==> config.mk <==
export PLATFORM = sky130hd
export DESIGN_NAME = memory_access
export DESIGN_NICKNAME = d
export VERILOG_FILES = /design/src/rtl/memory_access_pkg.sv /design/src/rtl/memory_access_load_store_align.sv /design/src/rtl/memory_access.sv
export SDC_FILE = /design/constraint.sdc
export NUM_CORES = 1
export LEC_CHECK = 0
export ABC_AREA = 1
export CORE_AREA = 2 2 191 193
export DETAILED_ROUTE_END_ITERATION = 16
export DIE_AREA = 0 0 193 195
export HOLD_SLACK_MARGIN = 0.08
export PLACE_DENSITY = 0.9
export SLEW_MARGIN = 20
export SYNTH_ARGS = -nofsm -noshare
export SYNTH_HDL_FRONTEND = slang
export SYNTH_SLANG_ARGS = --single-unit
export TNS_END_PERCENT = 50
==> constraint.sdc <==
create_clock -name clk_in -period 20.5 [get_ports clk_in]
set_input_delay 4.1 -clock clk_in [delete_from_list [all_inputs] [get_ports clk_in]]
set_output_delay 4.1 -clock clk_in [all_outputs]
set_load 0.05 [all_outputs]
==> src/rtl/memory_access_pkg.sv <==
// rtl/memory_access_pkg.sv - shared types and constants for the memory access stage
//
// Contents:
//   MEM_WIDTH_*        size codes carried in width[1:0]
//   WIDTH_UNSIGNED_BIT position of the zero-extend flag inside width
//   mem_state_t        transaction FSM states
//   BYTE_MASK_*        unshifted byte-lane masks per access size
package memory_access_pkg;

  localparam logic [1:0] MEM_WIDTH_BYTE  = 2'b00;
  localparam logic [1:0] MEM_WIDTH_HALF  = 2'b01;
  localparam logic [1:0] MEM_WIDTH_WORD  = 2'b10;
  localparam logic [1:0] MEM_WIDTH_DWORD = 2'b11;

  localparam int WIDTH_UNSIGNED_BIT = 2;

  typedef enum logic {
    IDLE = 1'b0,
    BUSY = 1'b1
  } mem_state_t;

  localparam logic [7:0] BYTE_MASK_B = 8'h01;
  localparam logic [7:0] BYTE_MASK_H = 8'h03;
  localparam logic [7:0] BYTE_MASK_W = 8'h0F;
  localparam logic [7:0] BYTE_MASK_D = 8'hFF;

endpackage

==> src/rtl/memory_access_load_store_align.sv <==
// rtl/memory_access_load_store_align.sv - store lane alignment and load extraction/extension
//
// Ports:
//   addr       in   3  byte offset within the 64-bit word
//   width      in   3  {unsigned, size}
//   rs2        in  64  store data, right-justified
//   rdata      in  64  raw memory read data
//   byte_en    out  8  active byte lanes for this access
//   wdata      out 64  store data shifted into its lanes
//   load_data  out 64  extracted and sign/zero-extended load value
//   misaligned out  1  offset is not a multiple of the access size
module load_store_align
  import memory_access_pkg::*;
(
  input  logic [2:0]  addr,
  input  logic [2:0]  width,
  input  logic [63:0] rs2,
  input  logic [63:0] rdata,
  output logic [7:0]  byte_en,
  output logic [63:0] wdata,
  output logic [63:0] load_data,
  output logic        misaligned
);

  logic [7:0]  size_mask;
  logic [63:0] shifted;
  logic        zero_ext;

  assign zero_ext = width[WIDTH_UNSIGNED_BIT];
  assign shifted  = rdata >> {addr, 3'b000};
  assign wdata    = rs2 << {addr, 3'b000};
  assign byte_en  = size_mask << addr;

  always_comb begin
    size_mask  = BYTE_MASK_D;
    load_data  = shifted;
    misaligned = 1'b0;
    case (width[1:0])
      MEM_WIDTH_BYTE: begin
        size_mask = BYTE_MASK_B;
        load_data = zero_ext ? {56'd0, shifted[7:0]} : {{56{shifted[7]}}, shifted[7:0]};
      end
      MEM_WIDTH_HALF: begin
        size_mask  = BYTE_MASK_H;
        load_data  = zero_ext ? {48'd0, shifted[15:0]} : {{48{shifted[15]}}, shifted[15:0]};
        misaligned = addr[0];
      end
      MEM_WIDTH_WORD: begin
        size_mask  = BYTE_MASK_W;
        load_data  = zero_ext ? {32'd0, shifted[31:0]} : {{32{shifted[31]}}, shifted[31:0]};
        misaligned = (addr[1:0] != 2'b00);
      end
      default: begin
        // Doubleword: no extension, unsigned flag has no effect.
        size_mask  = BYTE_MASK_D;
        load_data  = shifted;
        misaligned = (addr != 3'b000);
      end
    endcase
  end

endmodule

==> src/rtl/memory_access.sv <==
// rtl/memory_access.sv - memory pipeline stage: one req/ack data transaction per load/store
//
// Ports:
//   clk_in, rst_in                      clock (rising) and async active-high reset
//   alu_result_in / rs2_value_in        address or ALU result / store data
//   rd_in, width_signal_in              destination register / {unsigned, size}
//   rd_write/read/write/wb_src/valid    instruction control flags from execute
//   flush_signal_in, interrupt_signal_in squash an un-issued instruction
//   mem_ack_in, mem_rdata_in            memory completion and read data
//   mem_req/we/addr/wdata/byte_en_out   data memory request channel
//   alu_result/mem_data/rd/..._out      registered writeback-stage values
//   stall_signal_out                    combinational upstream freeze
//   misaligned/bus_error_signal_out     one-cycle exception pulses
module memory_access
  import memory_access_pkg::*;
#(
  parameter int unsigned TIMEOUT_CYCLES = 255
) (
  input  logic        clk_in,
  input  logic        rst_in,
  input  logic [63:0] alu_result_in,
  input  logic [63:0] rs2_value_in,
  input  logic [4:0]  rd_in,
  input  logic [2:0]  width_signal_in,
  input  logic        rd_write_signal_in,
  input  logic        read_signal_in,
  input  logic        write_signal_in,
  input  logic        wb_src_signal_in,
  input  logic        valid_instr_signal_in,
  input  logic        flush_signal_in,
  input  logic        interrupt_signal_in,
  input  logic        mem_ack_in,
  input  logic [63:0] mem_rdata_in,
  output logic        mem_req_out,
  output logic        mem_we_out,
  output logic [63:0] mem_addr_out,
  output logic [63:0] mem_wdata_out,
  output logic [7:0]  mem_byte_en_out,
  output logic [63:0] alu_result_out,
  output logic [63:0] mem_data_out,
  output logic [4:0]  rd_out,
  output logic        rd_write_signal_out,
  output logic        wb_src_signal_out,
  output logic        valid_instr_signal_out,
  output logic        stall_signal_out,
  output logic        misaligned_signal_out,
  output logic        bus_error_signal_out
);

  localparam logic [31:0] TIMEOUT_LAST = (TIMEOUT_CYCLES == 0) ? 32'd0 : 32'(TIMEOUT_CYCLES - 1);

  mem_state_t  state, state_next;

  logic        access;
  logic        squash;
  logic        start;
  logic        ack_take;
  logic        timeout_hit;
  logic        stall;
  logic [31:0] timeout_cnt;

  // Transaction latched at issue; held stable for the whole BUSY phase.
  logic [63:0] lat_addr;
  logic [63:0] lat_wdata;
  logic [7:0]  lat_be;
  logic        lat_we;
  logic [2:0]  lat_width;
  logic [4:0]  lat_rd;
  logic        lat_rd_write;
  logic        lat_wb_src;

  logic [2:0]  align_addr;
  logic [2:0]  align_width;
  logic [7:0]  align_be;
  logic [63:0] align_wdata;
  logic [63:0] align_load;
  logic        align_misaligned;

  assign squash = flush_signal_in | interrupt_signal_in;
  assign access = valid_instr_signal_in & (read_signal_in | write_signal_in) & ~squash;

  // One aligner serves both phases: IDLE needs the incoming address for
  // store lanes and the misalign check, BUSY needs the latched address for
  // load extraction.
  assign align_addr  = (state == BUSY) ? lat_addr[2:0] : alu_result_in[2:0];
  assign align_width = (state == BUSY) ? lat_width     : width_signal_in;

  load_store_align u_align (
    .addr       (align_addr),
    .width      (align_width),
    .rs2        (rs2_value_in),
    .rdata      (mem_rdata_in),
    .byte_en    (align_be),
    .wdata      (align_wdata),
    .load_data  (align_load),
    .misaligned (align_misaligned)
  );

  always_ff @(posedge clk_in or posedge rst_in) begin
    if (rst_in) begin
      state <= IDLE;
    end else begin
      state <= state_next;
    end
  end

  always_comb begin
    state_next  = state;
    stall       = 1'b0;
    start       = 1'b0;
    ack_take    = 1'b0;
    timeout_hit = 1'b0;
    case (state)
      IDLE: begin
        if (access && !align_misaligned) begin
          start      = 1'b1;
          stall      = 1'b1;
          state_next = BUSY;
        end
      end
      BUSY: begin
        if (mem_ack_in) begin
          ack_take   = 1'b1;
          state_next = IDLE;
        end else if ((TIMEOUT_CYCLES != 0) && (timeout_cnt == TIMEOUT_LAST)) begin
          // Abort releases the stall so the dead instruction leaves upstream.
          timeout_hit = 1'b1;
          state_next  = IDLE;
        end else begin
          stall = 1'b1;
        end
      end
      default: state_next = IDLE;
    endcase
  end

  // Stall is gated by reset so nothing upstream sees a freeze while the
  // stage is being cleared.
  assign stall_signal_out = stall & ~rst_in;
  assign mem_req_out      = (state == BUSY);
  assign mem_we_out       = lat_we;
  assign mem_addr_out     = {lat_addr[63:3], 3'b000};
  assign mem_wdata_out    = lat_wdata;
  assign mem_byte_en_out  = lat_be;

  always_ff @(posedge clk_in or posedge rst_in) begin
    if (rst_in) begin
      timeout_cnt <= 32'd0;
    end else if ((state == BUSY) && !mem_ack_in && !timeout_hit && (TIMEOUT_CYCLES != 0)) begin
      timeout_cnt <= timeout_cnt + 32'd1;
    end else begin
      timeout_cnt <= 32'd0;
    end
  end

  always_ff @(posedge clk_in or posedge rst_in) begin
    if (rst_in) begin
      lat_addr               <= 64'd0;
      lat_wdata              <= 64'd0;
      lat_be                 <= 8'd0;
      lat_we                 <= 1'b0;
      lat_width              <= 3'd0;
      lat_rd                 <= 5'd0;
      lat_rd_write           <= 1'b0;
      lat_wb_src             <= 1'b0;
      alu_result_out         <= 64'd0;
      mem_data_out           <= 64'd0;
      rd_out                 <= 5'd0;
      rd_write_signal_out    <= 1'b0;
      wb_src_signal_out      <= 1'b0;
      valid_instr_signal_out <= 1'b0;
      misaligned_signal_out  <= 1'b0;
      bus_error_signal_out   <= 1'b0;
    end else begin
      misaligned_signal_out <= 1'b0;
      bus_error_signal_out  <= 1'b0;
      if (state == IDLE) begin
        if (start) begin
          // WB registers keep their value while the access is in flight.
          lat_addr     <= alu_result_in;
          lat_wdata    <= align_wdata;
          lat_be       <= align_be;
          lat_we       <= write_signal_in;
          lat_width    <= width_signal_in;
          lat_rd       <= rd_in;
          lat_rd_write <= rd_write_signal_in;
          lat_wb_src   <= wb_src_signal_in;
        end else begin
          alu_result_out <= alu_result_in;
          rd_out         <= rd_in;
          mem_data_out   <= 64'd0;
          if (access || squash) begin
            // Here access implies misaligned; squashed or faulting
            // instructions reach writeback as bubbles.
            misaligned_signal_out  <= access;
            rd_write_signal_out    <= 1'b0;
            wb_src_signal_out      <= 1'b0;
            valid_instr_signal_out <= 1'b0;
          end else begin
            rd_write_signal_out    <= rd_write_signal_in;
            wb_src_signal_out      <= wb_src_signal_in;
            valid_instr_signal_out <= valid_instr_signal_in;
          end
        end
      end else if (ack_take) begin
        alu_result_out         <= lat_addr;
        mem_data_out           <= lat_we ? 64'd0 : align_load;
        rd_out                 <= lat_rd;
        rd_write_signal_out    <= lat_rd_write;
        wb_src_signal_out      <= lat_wb_src;
        valid_instr_signal_out <= 1'b1;
      end else if (timeout_hit) begin
        bus_error_signal_out   <= 1'b1;
        rd_write_signal_out    <= 1'b0;
        valid_instr_signal_out <= 1'b0;
      end
    end
  end

endmodule

* After elaboration in Yosys (flattened, before gate mapping)
Cells that the tools add are included.
Word-level totals: register bits 318, word-level logic and storage cells 97, bits of input ports 210
Cells by class: reduce and logical (&&, ||, !) cells 13, muxes and demuxes 48, equality and inequality tests 6, bitwise operators 8, add/sub/neg operators 1, shift-type cells 3
Operators by type and width (number):
- $mux 64 | 10
- $pmux 64 s3 | 1
- $shl 64x6->64 | 1
- $shr 64x6->64 | 1
- $add 32x1->32 const B | 1
- $eq 32x8->1 const B | 1
- $mux 32 | 1
- $mux 1 | 28
- $pmux 8 s3 | 1
- $mux 5 | 3
- $shl 8x3->8 | 1
- $mux 3 | 2
- $reduce_and 2->1 | 3
- $and 1x1->1 | 3
- $logic_and 1x1->1 | 3
- $logic_not 1->1 | 3
- $ne 3x1->1 const B | 1
- $not 1->1 | 3
- $pmux 1 s3 | 1
- $reduce_bool 3->1 | 1
- $eq 2x1->1 const B | 1
- $eq 2x2->1 const B | 1
- $logic_not 2->1 | 1
- $ne 2x1->1 const B | 1
- other kinds (5) | 6

* Longest topological paths before layout
Gate-level depths: netlist of the first run.
word-level depth 9, mapped depth 17, depth with buffers taken out 13

* Modules after synthesis
From an unflattened synthesis of the first run, not the netlist that was laid out.
Unflattened totals: cell total of the unflattened synthesis 2363, area total of the unflattened synthesis 17924.7 µm²
By module, submodules not included:
- memory_access | times used 1, cells each 1532, area an instance 14029.7 µm²
- load_store_align | times used 1, cells each 831, area an instance 3895.0 µm²

* Worst setup path after synthesis of the first run
Ideal clock, no wire load.
path kind input -> output, from in alu_result_in[0], to out stall_signal_out, path slack 10.375 ns, arrival time 6.025 ns, stages on the path 11, buffers on the path 2, required time 16.400 ns, cells stage by stage nand2_2 > nand2_4 > nor2_8 > nand2_2 > nand2_2 > o21ai_2 > nor2_4 > inv_2 > buf_4 > buf_2 > a21oi_1
On the way: word-level cells in the longest chain between the ends 8, elaborated cells between the ends (all ways) 9, those cells by class 4 x mux; 1 x bitwise; 4 x reduce/logical
RTL lines:
- start: declaration | RTL line memory_access.sv:21 | input logic [63:0] alu_result_in,
- $mux 3 (*) | RTL line memory_access.sv:85 | assign align_addr = (state == BUSY) ? lat_addr[2:0] : alu_result_in[2:0];
- $reduce_bool 3->1 / $reduce_bool 2->1 (equally long branches) | RTL line memory_access_load_store_align.sv:57, memory_access_load_store_align.sv:51
- $pmux 1 s3 (*) | RTL line memory_access_load_store_align.sv:38 | case (width[1:0])
- $logic_not 1->1 (*) | RTL line memory_access.sv:115 | if (access && !align_misaligned) begin
- $logic_and 1x1->1 (*) | RTL line memory_access.sv:115
- $mux 1 (*) | RTL line memory_access.sv:115
- $pmux 1 s2 (*) | RTL line memory_access.sv:113 | case (state)
- $and 1x1->1 (*) | RTL line memory_access.sv:139 | assign stall_signal_out = stall & ~rst_in;
- end: declaration | RTL line memory_access.sv:45 | output logic stall_signal_out,
Mark *: on every way between the ends. The rest lies on a longest branch, timed or not.

* Worst setup path in the final report of the first run
from in alu_result_in[1], to out stall_signal_out
Same word-level chain as after synthesis.

==> results.md, run 1 <==
* Starting Density at 49.8%
* Post-Synthesis Cells at 2463
* Aggregate global-route resource usage at 31.5%
* First-pass GRT wire length at 94100 um
* Post-CTS setup repair buffer count at 0
* Grt ovf at 0
* Netlist cell types at 40
* # setup viols final at 0
* CTS tree: yes
* Leakage power at 10.9 nW
* Die Y at 195 um
* Setup slack, reg-to-reg at 14.80 ns
* Io pins at 487
* CP max stage cell: clkdlybuf4s50_1
* Worst path max stage delay at 0.82 ns
* Period utilization at 60.9%
* Hold Crit Class: reg2reg
* Power per cell area at 106 nW/um^2
* Max_cap viols at 0
* #FFs+latches synth at 318
* Vias/cell at 5.57
* Critical path arrival at 8.38 ns
* DRT iter0 DRCs at 1857
* DIE WIDTH at 193 um
* R2r worst-path depth at 14
* Cells on Worst Hold Path at 2
* Sink Count at 318
* Core ar. at 35400 sq um
* Skew-Pair Late Insertion Delay at 0.51 ns
* Seq/Total Area, Yosys at 45.2%
* Core Util, Final at 65.4%
* Mapped Avg Cell Area at 7.15 sq um
* Critical path cell sequence: clkdlybuf4s50_1, nand2_2, nand2_4, clkinv_2, buf_4, nand2_1, nand2_1, nand2_1, nor2_4, inv_6, a21oi_1, clkdlybuf4s50_1
* Htree depth at 2
* Critical path class: in2out
* Worst Path Required at 16.40 ns
* Final Hold Fails at 0
* Pin count of the biggest net entering global routing at 180
* Routed wire length at 61000 um
* Initial antenna violation count at 2
* Max VDD drop at 83.4 uV
* Antenna viol nets, final at 0
* Fraction of layout cells with a size suffix above 1 at 3.74%
* Worst hold start: wb_src_signal_out
* # hold bufs at CTS at 0
* PortBufs at 483
* Final #Nets at 2994
* DR pass1 iterations at 6
* Layout area overhead at 31.4%
* Warnings from Yosys at 0
* CTS Buf Count at 35
* Status: completed
* CTS root buffer: clkbuf_16
* Slew at the pin with the worst max-slew slack at 1.09 ns
* Vias at 18200
* Worst-path clk slew at 0.06 ns
* HPWL after detailed placement at 43300 um
* Skew final at 0.0112 ns
* Worst r2r src: mem_req_out
* Max FO, Critical Path at 110
* Reg2reg end: mem_data_out[18]
* Die ar. at 37600 sq um
* Post-layout min period at 12.48 ns
* Fin. max-slew vios at 0
* Worst Setup End Kind: output port
* Post-Syn Area at 17600 sq um
* Crit path launch type: primary input
* RePlAce Congestion at 0.965
* DRC viols at 0
* Most used cell, CP: nand2_1
* Total negative slack at 0 ns
* Pwr Total at 0.00245 W
* Number of global-route vias before repair at 17400
* Crit path buf inv count at 5
* Hold EP: wb_src_signal_out
* Slew margin rel. at 27.1%
* CTS Buffer Depth at 3
* Row count at 69
* CTS resizes at 0
* RSZ-0062 raised after global routing: no
* Wire length per cell at 18.7 um
* Fmax at 80.1 MHz
* Critical path's top delay family: buffers and inverters
[tightest hold or removal path, cell delays in order, from the launching register on]
cell and delay, ns:
dfrtp_1 0.34, nand2_1 0.06, nand2_1 0.05
[state kept, by name, summed over array words and instances, names as in the netlist]
register                flops
lat_rd                      5
mem_req_out                 1
rd_write_signal_out         1
lat_width                   3
timeout_cnt                32
misaligned_signal_out       1
bus_error_signal_out        1
mem_we_out                  1
mem_byte_en_out             8
mem_wdata_out              64
mem_data_out               64
alu_result_out             64
wb_src_signal_out           1
lat_wb_src                  1
rd_out                      5
lat_rd_write                1
lat_addr                   64
valid_instr_signal_out      1
[through the flow]
stage / cells / instance area, sq um / hold slack [ns] / setup WS (ns)
5_1_grt: 3270 / 23200 / 0.495 / 7.83
2_1_floorplan: 2465 / 17600 / 0.442 / 7.60
6_report: 3270 / 23200 / 0.479 / 8.02
3_3_place_gp: 3205 / 21900 / 0.458 / 8.17
4_1_cts: 3267 / 23100 / 0.481 / 8.09
3_5_place_dp: 3205 / 21900 / 0.462 / 8.08
[cells by family (layout without fill, tap and decap cells)]
kind of cell,count (synthesis),after routing,synth area share [%]
compound gates,407,407,12.6
simple gates,1333,1333,30.4
flops,318,318,45.2
mux,1,1,0.0568
other cells,1,5,0.0213
buf+inv,381,723,10.6
fa+ha+maj,2,2,0.142
xor+xnor,20,20,0.994
[worst max path at each step]
stage / start / end / cells past startpoint
5_1_grt: alu_result_in[1] / stall_signal_out / 12
4_1_cts: alu_result_in[1] / stall_signal_out / 12
3_3_place_gp: alu_result_in[1] / stall_signal_out / 12
3_5_place_dp: alu_result_in[1] / stall_signal_out / 12
6_report: alu_result_in[1] / stall_signal_out / 12
2_1_floorplan: rst_in / alu_result_out[0] / 1
[routing by layer]
| metal | global-route usage [%] | part of all wire (%) | vias to the layer above | wire (um) |
|---|---|---|---|---|
| met1 | 39.2 | 38 | 8512 | 23300 |
| met5 | 0 | 0 | - | 0 |
| li1 | - | - | 8467 | - |
| met4 | 14.6 | 5.1 | 0 | 3090 |
| met3 | 6.74 | 10 | 177 | 6190 |
| met2 | 52.3 | 47 | 1064 | 28400 |
[synthesized netlist by cell type]
master     instances  area share [%]
o21ai_2            1           0.050
buf_1             16            0.34
buf_6              6            0.38
nor2_8             1            0.11
nand4_1           12            0.43
buf_2             66             1.9
o22ai_1           13            0.46
xor2_1            18            0.89
nand3_1          152             4.3
dfrtp_1          318              45
a31oi_1           32             1.1
clkbuf_1          50             1.1
xnor2_1            2           0.099
inv_2              7            0.15
buf_4             81             3.5
or2_2              1           0.036
inv_1            153             3.3
o211ai_1          38             1.6
o21ai_1           45             1.3
nor2_1           123             2.6
a21oi_2            1           0.050
nor2_4             2            0.13
clkbuf_2           2           0.057
nand3b_1           2           0.085
nand2_1          993              21
conb_1             1           0.021
a21boi_0           1           0.043
nand2_2            7            0.25
o2111ai_1          2           0.099
and2_1             1           0.036
nor3b_1            2           0.085
o21a_1             2           0.085
mux2i_1            1           0.057
a21oi_1           56             1.6
nand2_4            3            0.19
nor3_1            30            0.85
o21ai_0          213             6.1
nor4_1             4            0.14
o31ai_1            3            0.13
ha_1               2            0.14
[cells in the final DEF, fill, tap and decap left out, types with 3 or more instances in the layout]
cell             count
buf_4               16
nand4_1             12
clkinvlp_4           3
nand3_1            152
clkdlybuf4s50_1    483
clkinv_2             3
dfrtp_1            317
inv_1              150
nand2_1            993
nor3_1              30
a31oi_1             32
clkbuf_1             5
nand2_2              7
o21ai_0            213
nor4_1               4
clkbuf_8            11
conb_1               3
o22ai_1             13
o21ai_1             43
clkbuf_16           36
nand2_4              3
nor2_1             122
xor2_1              18
a21oi_1             56
o211ai_1            38
o31ai_1              3
inv_2                7
[where the power goes]
part | internal, W | leakage [nW] | switching, W
logic | 0.000308 | 6.20 | 0.000683
registers | 0.000742 | 4.08 | 0.0000818
clock network | 0.000377 | 0.571 | 0.000262
[cell type report]
class                      instances  area [sq um]
fill                            2886         12200
sequential                       318          7960
multi-input combinational       1766          7820
timing repair buffer             501          5000
clock buffer                      52          1070
inverter                         160           614
tap                              461           577
clock inverter                    10           105
antenna                            2          5.00
Note: power is estimated with default switching activity, not from simulation.
==> run 2, diff against run 1 <==
--- a/config.mk
+++ b/config.mk
@@ -6,11 +6,11 @@
 export NUM_CORES = 1
 export LEC_CHECK = 0
 export ABC_AREA = 1
-export CORE_AREA = 2 2 191 193
+export CORE_MARGIN = 2
+export CORE_UTILIZATION = 49
 export DETAILED_ROUTE_END_ITERATION = 16
-export DIE_AREA = 0 0 193 195
 export HOLD_SLACK_MARGIN = 0.08
-export PLACE_DENSITY = 0.9
+export PLACE_DENSITY = 0.89
 export SLEW_MARGIN = 20
 export SYNTH_ARGS = -nofsm -noshare
 export SYNTH_HDL_FRONTEND = slang
==> constraint.sdc (replaced) <==
create_clock -name clk_in -period 11.6 [get_ports clk_in]
set_input_delay 2.32 -clock clk_in [delete_from_list [all_inputs] [get_ports clk_in]]
set_output_delay 2.32 -clock clk_in [all_outputs]
set_load 0.05 [all_outputs]
==> run 2 against run 1 <==
  * Utilization decreased by 0.19 points
  * Register-to-register slack worse by 8.4 ns
  * Routed wire length is 0.62% higher
  * Non-clock buffer count stayed put
  * Critical endpoint unchanged
  * Count of clock-buffer cells in the layout grew 2
  * Final cell count hardly changed
  * Largest power group unchanged
  * Hold slack got worse by 0.0031 ns
  * Clock skew up 0.00087 ns
  * First-iteration DRC count shrank 4.9%
==> results.md, run 2 (synthesis results as in run 1) <==
* Status: completed
* Commonest non-fill, non-tap cell in the layout: nand2_1
* CTS resizes at 0
* CTS tree: yes
* Die Y at 194 um
* Crit path buf inv count at 5
* # hold bufs at CTS at 0
* Hold Crit Class: reg2reg
* Io pins at 487
* Most used cell, CP: clkdlybuf4s50_1
* Pin count of the biggest net entering global routing at 115
* Crit path launch type: primary input
* RSZ-0062 raised after global routing: no
* Vias/cell at 5.55
* Final #Nets at 2995
* # setup viols final at 0
* Post-CTS setup repair buffer count at 0
* Starting Density at 49.6%
* First-pass GRT wire length at 96400 um
* Row count at 69
* Most frequent cells in the layout: nand2_1, clkdlybuf4s50_1, dfrtp_1, o21ai_0, nand3_1
* Vias at 18200
* HPWL after detailed placement at 43800 um
* PortBufs at 483
* Power per cell area at 188 nW/um^2
* Max_cap viols at 0
* Die ar. at 37500 sq um
* Worst path max stage delay at 0.82 ns
* Total negative slack at 0 ns
* Number of global-route vias before repair at 17400
* Core ar. at 35500 sq um
* Critical path arrival at 6.08 ns
* Layout area overhead at 31.4%
* Grt ovf at 0
* Post-layout min period at 8.40 ns
* Slew at the pin with the worst max-slew slack at 1.08 ns
* Worst Path Required at 9.28 ns
* Max VDD drop at 190 uV
* Sink Count at 318
* Critical path cell sequence: clkdlybuf4s50_1, nand2_2, nand2_4, inv_2, buf_4, o21ai_2, nor2_4, inv_6, a21oi_1, clkdlybuf4s50_1
* Skew-Pair Late Insertion Delay at 0.52 ns
* Critical path class: in2out
* Critical path's top delay family: buffers and inverters
* Skew final at 0.0121 ns
* CTS Buffer Depth at 3
* DRT iter0 DRCs at 1766
* Antenna viol nets, final at 0
* DR pass1 iterations at 6
* Worst-path clk slew at 0.06 ns
* Final Hold Fails at 0
* DRC viols at 0
* Worst Hold Slack at 0.476 ns
* DIE WIDTH at 194 um
* Fraction of layout cells with a size suffix above 1 at 3.67%
* Core Util, Final at 65.2%
* Slew margin rel. at 28.2%
* Max FO, Critical Path at 82
* RePlAce Congestion at 0.957
* Htree depth at 2
* Wire length per cell at 18.8 um
* CTS root buffer: clkbuf_16
* Aggregate global-route resource usage at 32.0%
* CTS Buf Count at 36
* Routed wire length at 61400 um
* Leakage power at 10.9 nW
* Fmax at 119 MHz
* Fin. max-slew vios at 0
* Worst Setup End Kind: output port
* Period utilization at 72.4%
* CP max stage cell: clkdlybuf4s50_1
* Initial antenna violation count at 5
run 2: power by group:
part / total [W] / switching, W / internal, W
Sequential: 0.00146 / 0.000146 / 0.00131
Combinational: 0.00175 / 0.00120 / 0.000543
Clock: 0.00115 / 0.000464 / 0.000681
run 2: worst register-to-register path, delay by kind of cell, from the launching register on:
| kind | cells | cell delay [ns] |
|---|---|---|
| and+or+nand+nor | 6 | 1.99 |
| DFF | 1 | 0.69 |
| buffers and inverters | 5 | 2.29 |
| AOI/OAI and AO/OA | 1 | 0.18 |
run 2: area by class of cell:
cell class / instances / area (sq um)
tap: 461 / 577
fill: 2895 / 12300
clock buffer: 54 / 1060
clock inverter: 10 / 134
timing repair buffer: 501 / 4980
antenna: 2 / 5.00
inverter: 160 / 613
sequential: 318 / 7960
multi-input combinational: 1766 / 7820
run 2: final timing paths:
kind	from	end	slack [ns]	depth (start not counted)
worst max-delay path	alu_result_in[0]	stall_signal_out	3.20	10
worst min-delay path	alu_result_out[9]	alu_result_out[9]	0.48	2
worst max register to register	mem_req_out	alu_result_out[37]	6.37	12
worst min register to register	alu_result_out[9]	alu_result_out[9]	0.48	2
max in group asynchronous	rst_in	alu_result_out[40]	6.98	4
min in group asynchronous	rst_in	mem_wdata_out[1]	2.32	2
run 2: metrics by stage:
step / setup slack [ns] / std cells / total power (W) / area, sq um
after floorplan: 0.480 / 2465 / 0.00266 / 17600
after global placement: 3.29 / 3206 / 0.00317 / 21900
after detailed placement: 3.24 / 3206 / 0.00320 / 21900
after CTS: 3.22 / 3270 / 0.00436 / 23100
after global routing: 2.93 / 3272 / 0.00453 / 23100
final: 3.20 / 3272 / 0.00435 / 23100
run 2: per-layer routing:
metal / up-vias / track usage [%] / share of wire [%]
met3: 154 / 7.24 / 10
met1: 8495 / 40.2 / 38
li1: 8461 / - / -
met4: 2 / 14.6 / 4.8
met2: 1050 / 52.7 / 47
met5: - / 0 / 0.018
==> run 3, diff against run 2 <==
==> constraint.sdc (replaced) <==
create_clock -name clk_in -period 8.8 [get_ports clk_in]
set_input_delay 1.76 -clock clk_in [delete_from_list [all_inputs] [get_ports clk_in]]
set_output_delay 1.76 -clock clk_in [all_outputs]
set_load 0.05 [all_outputs]
==> run 3 against run 2 <==
  * Register-to-register slack got worse by 2.6 ns
  * Power increased by 30%
  * First-iteration DRC count decreased by 8.2%
  * Final cell count about the same
==> results.md, run 3 (synthesis results as in run 1) <==
* # setup viols final at 0
* Critical path class: in2out
* Global routing usage on met1 at 41.0%
* Post-CTS setup repair buffer count at 0
* Slew at the pin with the worst max-slew slack at 1.12 ns
* CTS Buffer Depth at 3
* Total negative slack at 0 ns
* Wire length per cell at 18.9 um
* Initial antenna violation count at 6
* RSZ-0062 raised after global routing: no
* DR pass1 iterations at 6
* # hold bufs at CTS at 0
* Placed Instances at 3205
* Crit path launch type: primary input
* Slew margin rel. at 25.3%
* Vias at 18200
* Die ar. at 37500 sq um
* CTS resizes at 0
* Skew-Pair Late Insertion Delay at 0.53 ns
* Htree depth at 2
* GR Util met2 at 50.9%
* Worst hold start: alu_result_out[47]
* Final #Nets at 2993
* Commonest non-fill, non-tap cell in the layout: nand2_1
* Hold Crit Class: reg2reg
* First-pass GRT wire length at 97000 um
* Period utilization at 75.6%
* Power per cell area at 246 nW/um^2
* Max FO, Critical Path at 82
* CTS Buf Count at 35
* Layout area overhead at 30.8%
* Worst Setup End Kind: output port
* Core Util, Final at 65.0%
* Number of global-route vias before repair at 17500
* Crit path from: alu_result_in[0]
* GRT busiest layer: met2
* Fin. max-slew vios at 0
* Sink Count at 318
* Antenna viol nets, final at 0
* Row count at 69
* Pin count of the biggest net entering global routing at 124
* Final Hold Fails at 0
* DRC viols at 0
* Post-layout min period at 6.65 ns
* Max_cap viols at 0
* HPWL after detailed placement at 43600 um
* DRT iter0 DRCs at 1621
* Grt ovf at 0
* Fraction of layout cells with a size suffix above 1 at 3.42%
* Worst r2r src: mem_req_out
* Pwr Total at 0.00567 W
* Vias/cell at 5.57
* CTS root buffer: clkbuf_16
* Fmax at 150 MHz
* Status: completed
* Die Y at 194 um
* RePlAce Congestion at 0.945
* Starting Density at 49.6%
* Most frequent cells in the layout: nand2_1, clkdlybuf4s50_1, dfrtp_1, o21ai_0, nand3_1
* Critical path arrival at 4.89 ns
* Worst Path Required at 7.04 ns
* Routed wire length at 61700 um
* Final Non-Filler Cells at 3270
* DIE WIDTH at 194 um
* Aggregate global-route resource usage at 32.3%
* Skew final at 0.0166 ns
* Io pins at 487
* Worst-path clk slew at 0.06 ns
* Core ar. at 35500 sq um
* Max VDD drop at 229 uV
* Leakage power at 10.8 nW
* Met3 usage at 7.24%
* PortBufs at 483
* CTS tree: yes
-- run 3: metrics by stage --
step	worst slack, ns	hold WS (ns)	instance area [sq um]
floorplan	2.80	0.442	17600
global placement	2.27	0.458	21900
detailed placement	2.19	0.464	21900
CTS	2.19	0.480	23000
global route	1.89	0.496	23000
finish	2.15	0.476	23000
-- run 3: where the power goes --
| group | total (W) | internal [W] | leakage, nW | switching [W] |
|---|---|---|---|---|
| registers | 0.00192 | 0.00173 | 4.08 | 0.000196 |
| logic | 0.00231 | 0.000716 | 6.19 | 0.00159 |
| clock network | 0.00144 | 0.000833 | 0.533 | 0.000605 |
| total | 0.00567 | 0.00328 | 10.8 | 0.00239 |
-- run 3: path summary, 6_finish.rpt --
path,to,slack (ns),cells past startpoint
min,alu_result_out[47],0.48,2
min in group asynchronous,mem_wdata_out[1],1.86,3
min reg2reg,alu_result_out[47],0.48,2
max reg2reg,mem_data_out[58],3.81,14
max,stall_signal_out,2.15,10
max in group asynchronous,alu_result_out[38],5.46,4
-- run 3: final cells by class --
type                            count  area (sq um)
Inverter                          160           612
Tap cell                          461           577
Multi-Input combinational cell   1766          7820
Timing Repair Buffer              500          4980
Fill cell                        2995         12400
Antenna cell                        5          12.5
Clock buffer                       51           976
Clock inverter                      9           113
Sequential cell                   318          7960
-- run 3: worst max-delay path: stages --
cell             delay (ns)
clkdlybuf4s50_1        0.46
nand2_2                0.19
nand2_4                0.20
inv_2                  0.10
buf_4                  0.65
o21ai_2                0.17
nor2_4                 0.53
inv_6                  0.31
a21oi_1                0.25
buf_4                  0.22
-- run 3: per-layer routing --
| layer | vias to the layer above | share of wire (%) |
|---|---|---|
| met2 | 1007 | 45 |
| met5 | - | 0.021 |
| li1 | 8451 | - |
| met3 | 198 | 9.3 |
| met4 | 2 | 6.3 |
| met1 | 8570 | 39 |
